`config.mk`:
```
export PLATFORM = sky130hd
export DESIGN_NAME = fadd_operand_stage
export DESIGN_NICKNAME = d
export VERILOG_FILES = /design/src/rtl/fadd_operand_stage.sv
export SDC_FILE = /design/constraint.sdc
export NUM_CORES = 1
export LEC_CHECK = 0
export BUFFER_PORTS_ARGS = -buffer_cell sky130_fd_sc_hd__buf_4
export CAP_MARGIN = 20
export CORE_MARGIN = 5
export CORE_UTILIZATION = 58
export DETAILED_ROUTE_END_ITERATION = 6
export GPL_ROUTABILITY_DRIVEN = 1
export PLACE_DENSITY = 0.85
export SYNTH_ARGS = -nofsm -noshare
export SYNTH_HDL_FRONTEND = slang
export SYNTH_SLANG_ARGS = --single-unit
```
`constraint.sdc`:
```
create_clock -name clk -period 2.9 [get_ports clk]
set_input_delay 0.435 -clock clk [delete_from_list [all_inputs] [get_ports clk]]
set_output_delay 0.435 -clock clk [all_outputs]
set_load 0.05 [all_outputs]
```
`src/rtl/fadd_operand_stage.sv`:
```
`timescale 1ns/1ps
`default_nettype none
// ============================================================================
// Module   : fadd_operand_stage
// Brief    : Registered issue stage ahead of the single-precision adder.
//            It folds SUB into a sign flip, flushes denormals, bypasses
//            NaN/Inf operands and presents the operands through a 2-entry skid.
// Revision : 1.0 - initial release
// ============================================================================
module fadd_operand_stage #(
  parameter int TAG_W = 4,
  parameter int CNT_W = 16
) (
  input  logic             clk,
  input  logic             rst,
  input  logic             in_valid,
  output logic             in_ready,
  input  logic [31:0]      in_a,
  input  logic [31:0]      in_b,
  input  logic             in_sub,
  input  logic [TAG_W-1:0] in_tag,
  output logic             out_valid,
  input  logic             out_ready,
  output logic [31:0]      first_operand,
  output logic [31:0]      second_operand,
  output logic [TAG_W-1:0] out_tag,
  output logic             out_bypass,
  output logic [31:0]      out_bypass_result,
  output logic [CNT_W-1:0] issue_count
);

  localparam logic [31:0] c_qnan = 32'h7FC0_0000;

  typedef struct packed {
    logic [31:0]      op_a;
    logic [31:0]      op_b;
    logic [TAG_W-1:0] tag;
    logic             bypass;
    logic [31:0]      bypass_result;
  } entry_t;

  // State bit 0 is the main-register valid, bit 1 the skid-register valid.
  typedef enum logic [1:0] {
    ST_EMPTY = 2'b00,
    ST_ONE   = 2'b01,
    ST_FULL  = 2'b11
  } state_t;

  state_t           r_state;
  state_t           w_state_nxt;
  entry_t           r_main;
  entry_t           r_skid;
  entry_t           w_in_entry;
  logic [CNT_W-1:0] r_issue_count;

  logic        w_in_fire;
  logic        w_out_fire;
  logic        w_load_main_in;
  logic        w_load_main_skid;
  logic        w_load_skid;

  logic [31:0] w_b_signed;
  logic [31:0] w_a_flush;
  logic [31:0] w_b_flush;
  logic        w_a_nan;
  logic        w_b_nan;
  logic        w_a_inf;
  logic        w_b_inf;
  logic        w_bypass;
  logic [31:0] w_bypass_result;

  // ---------------------------------------------------------------- preprocess
  assign w_b_signed = {in_b[31] ^ in_sub, in_b[30:0]};
  assign w_a_flush  = (in_a[30:23] == 8'h00)       ? {in_a[31], 31'b0}       : in_a;
  assign w_b_flush  = (w_b_signed[30:23] == 8'h00) ? {w_b_signed[31], 31'b0} : w_b_signed;

  assign w_a_nan = (&w_a_flush[30:23]) & (|w_a_flush[22:0]);
  assign w_b_nan = (&w_b_flush[30:23]) & (|w_b_flush[22:0]);
  assign w_a_inf = (&w_a_flush[30:23]) & ~(|w_a_flush[22:0]);
  assign w_b_inf = (&w_b_flush[30:23]) & ~(|w_b_flush[22:0]);

  always_comb begin
    w_bypass        = 1'b0;
    w_bypass_result = 32'h0;
    if (w_a_nan || w_b_nan) begin
      w_bypass        = 1'b1;
      w_bypass_result = c_qnan;
    end else if (w_a_inf && w_b_inf) begin
      // inf - inf is invalid; same-signed infinities just propagate.
      w_bypass        = 1'b1;
      w_bypass_result = (w_a_flush[31] != w_b_flush[31]) ? c_qnan : w_a_flush;
    end else if (w_a_inf) begin
      w_bypass        = 1'b1;
      w_bypass_result = w_a_flush;
    end else if (w_b_inf) begin
      w_bypass        = 1'b1;
      w_bypass_result = w_b_flush;
    end
  end

  always_comb begin
    w_in_entry.op_a          = w_a_flush;
    w_in_entry.op_b          = w_b_flush;
    w_in_entry.tag           = in_tag;
    w_in_entry.bypass        = w_bypass;
    w_in_entry.bypass_result = w_bypass_result;
  end

  // ------------------------------------------------------------ handshake/FSM
  assign in_ready   = ~r_state[1];
  assign out_valid  = r_state[0];
  assign w_in_fire  = in_valid & in_ready;
  assign w_out_fire = out_valid & out_ready;

  always_ff @(posedge clk) begin
    if (rst) begin
      r_state <= ST_EMPTY;
    end else begin
      r_state <= w_state_nxt;
    end
  end

  always_comb begin
    w_state_nxt      = r_state;
    w_load_main_in   = 1'b0;
    w_load_main_skid = 1'b0;
    w_load_skid      = 1'b0;
    case (r_state)
      ST_EMPTY: begin
        if (w_in_fire) begin
          w_state_nxt    = ST_ONE;
          w_load_main_in = 1'b1;
        end
      end
      ST_ONE: begin
        if (w_in_fire && w_out_fire) begin
          w_load_main_in = 1'b1;
        end else if (w_in_fire) begin
          w_state_nxt = ST_FULL;
          w_load_skid = 1'b1;
        end else if (w_out_fire) begin
          w_state_nxt = ST_EMPTY;
        end
      end
      ST_FULL: begin
        // in_ready is low here, so only the drain path can move.
        if (w_out_fire) begin
          w_state_nxt      = ST_ONE;
          w_load_main_skid = 1'b1;
        end
      end
      default: begin
        w_state_nxt = ST_EMPTY;
      end
    endcase
  end

  // ---------------------------------------------------------------- datapath
  always_ff @(posedge clk) begin
    if (rst) begin
      r_main        <= '0;
      r_skid        <= '0;
      r_issue_count <= '0;
    end else begin
      if (w_load_main_in) begin
        r_main <= w_in_entry;
      end else if (w_load_main_skid) begin
        r_main <= r_skid;
      end
      if (w_load_skid) begin
        r_skid <= w_in_entry;
      end
      if (w_in_fire) begin
        r_issue_count <= r_issue_count + CNT_W'(1);
      end
    end
  end

  assign first_operand     = r_main.op_a;
  assign second_operand    = r_main.op_b;
  assign out_tag           = r_main.tag;
  assign out_bypass        = r_main.bypass;
  assign out_bypass_result = r_main.bypass_result;
  assign issue_count       = r_issue_count;

endmodule
`default_nettype wire

```
==> impl_metrics.yaml <==
status:
  status: "completed"
routing:
  drt_iter0_drc: 731
  vias: 8102
  drc: 0
  routed_via_density: 5.800
  wl_per_cell_microns: 16.37
  firstDrtPassIters: 5
  drtAntennaViolNets: 0
  drt_wl_total_microns: 22860
setup_path:
  crit_path_start_kind: "flip-flop"
  cp_max_fo: 59
  endpoint_kind: "flip-flop"
  reg2regPathDepth: 7
  reg2reg_slack_ps: 600
  required_ps: 3290
  reg2reg_to: "second_operand[4]"
  slowest_delay_ps: 530
  critical_path_class: "flip-flop to flip-flop"
  worstPathArrival_ps: 2690
  cp_cell_sequence: "inv_1, ha_1, and3_1, o21ai_4, buf_4, a21oi_1, a311oi_1"
  r2r-start: "r_state[1]"
  cpMaxStageDelayCell: "buf_4"
logic_synthesis:
  netlist_area_sq_um: 8658
  synthArstFlopShare_pct: 0
  netlist_instances: 1054
  synth_warnings: 0
  avgSynthCellArea_sq_um: 8.215
  synth-seq-area-share_pct: 50.87
  ys.flop_type: "dfxtp_1"
  ys_ff_latch: 220
  synth_fp_nets: 1133
  synth_edf_count: 0
  synth.distinct_cells: 43
timing:
  fin_ws_ps: 600.5
  min_period_over_period_pct: 79.29
  fin_skew_ps: 10.26
  slew_headroom_pct: 56.08
  worst_pin_slew_ps: 658.8
  hold_viol: 0
  maxSlewViolCount: 0
  setup_viol: 0
  rsz0062_at_grt: "false"
  max_freq_mhz: 434.9
  min_period_ps: 2300
  fin_tns_setup_ps: 0
final_layout:
  drive_gt1_share_pct: 20.94
  fillers: 1096
  mostFrequentLayoutCell: "nand2_1"
  fin_util_pct: 74.24
  final_cell_mix: "nand2_1 (303), dfxtp_1 (220), buf_4 (202)"
  nets: 1277
  final_area_sq_um: 10830
  area_delta_synth_final_pct: 25.09
  antennaDiodeCount: 0
pwr:
  swShare_pct: 38.43
  power.switching_mw: 3.898
  finalPower_mw: 10.14
  intPower_mw: 6.246
  p_leak_nw: 4.128
  comb_power_share_pct: 34.1
  power_density_nw_per_um2: 936.6
  pwr-share-clk_pct: 27.5
  irDropWorstVdd_mv: 0.5940
  pwr-share-seq_pct: 38.4
grt:
  grt-ovfl-total: 0
  grt_antenna_before_repair: 0
  grt_use_met3_pct: 6.183
  grt_util_met2_pct: 39.05
  grt_max_degree: 88
  grt_util_met1_pct: 33.23
  busiest_layer: "met2"
  grt_pass1_wl_microns: 37820
  grtUsageTotal_pct: 24.73
  grt_pass1_vias: 7770
clock_network:
  hold_buffers: 0
  cts.reportedPaths.clkPinSlew_ps: 60
  cts-buffers-inserted: 22
  root_buffer: "clkbuf_16"
  h-tree-depth: 1
  insertion_delay_ps: 490
  ctsResizeCount: 0
  post_cts_buffers: 0
  clockBufferDepth: 3
  clock-sinks: 220
  cts_tree: "yes"
placed_design:
  routabilityCongestion: 0.8227
  post-place-ws_ps: 645.6
  dpl-instance-area_sq_um: 10120
  portBuffers: 191
  dp_hpwl_microns: 14510
die:
  dieArea_sq_um: 17470
  coreArea_sq_um: 14590
  num_io_pins: 192
  rows: 44
  dieWidth_microns: 132.2
  die_y_microns: 132.2
  floorplan.initialDensity_pct: 59.35
hold_path:
  hp-start: "in_tag[0]"
  holdCritPathClass: "input port to flip-flop"
  whs_endpoint: "r_skid[33]"
  worstHoldPathCells: 3
run:
  drv_cap: 0
## metrics by stage
stage | hold slack, ps | instances
floorplan | 427.3 | 1054
global placement | 438.5 | 1358
detailed placement | 439.5 | 1358
CTS | 188.7 | 1397
global route | 211.3 | 1397
finish | 202.0 | 1397
## kinds of logic (layout without fill, tap and decap cells)
kind of cell,Yosys count,count (layout),synth area share (%)
compound gates,252,252,18.51
xor+xnor,15,15,1.517
fa+ha+maj,6,6,0.8670
buf+inv,91,250,5.130
flops,220,220,50.87
simple gates,470,470,23.11
## registers in the layout (all words and copies together), names as in the netlist
signal             flops
second_operand        32
r_skid               101
out_bypass             1
out_tag                4
issue_count           16
first_operand         32
out_bypass_result     32
r_state                2
## worst max-delay path, delay by kind of cell (launching register included)
kind	cells	cell delay (ps)
and+or+nand+nor	1	250
buffers and inverters	2	660
DFF	1	430
adders and majority gates	1	290
AOI/OAI and AO/OA	3	560
## layer usage
metal,share of wire (%),vias to the layer above
li1,-,3932
met1,43,3840
met2,47,271
met3,8.0,59
met4,2.8,0
met5,0,-
## layout make-up
class	count	area, sq um	share of cell area, %
clock buffers	33	653.1	6.030
clock inverters	6	61.31	0.5661
inverters	4	15.01	0.1386
multi-input cells	743	3850	35.55
flip-flops and latches	220	4404	40.67
well taps	184	230.2	2.126
repair buffers	207	1617	14.93
## worst max path at each step
stage | startpoint | endpoint | slack, ps | depth (start not counted)
after floorplan | r_state[1] | second_operand[9] | 840 | 7
after global placement | r_state[0] | r_skid[31] | 740 | 6
after detailed placement | r_state[1] | second_operand[18] | 650 | 7
after CTS | r_state[1] | second_operand[4] | 630 | 7
after global routing | r_state[1] | second_operand[0] | 400 | 7
final | r_state[1] | second_operand[4] | 600 | 7
## synth_stat cells, types with 12 or more instances
master	count	area [sq um]
nand2_1	303	1137
buf_4	14	105.1
clkbuf_1	42	157.7
dfxtp_1	220	4404
a21oi_1	148	740.7
buf_2	22	110.1
and2_1	22	137.6
nor4_1	14	87.58
xor2_1	12	105.1
nand3_1	55	275.3
a311oi_1	68	595.6
nor2_1	50	187.7
## power by group through the flow
stage	Combinational [mW]	Sequential, mW	Clock (mW)
after floorplan	1.26	5.11	0
final	3.46	3.90	2.79
after detailed placement	3.45	3.95	0
after global placement	3.39	3.94	0
after global routing	3.71	3.95	2.94
after CTS	3.47	3.89	2.81
Note: power is estimated with default switching activity, not from simulation.
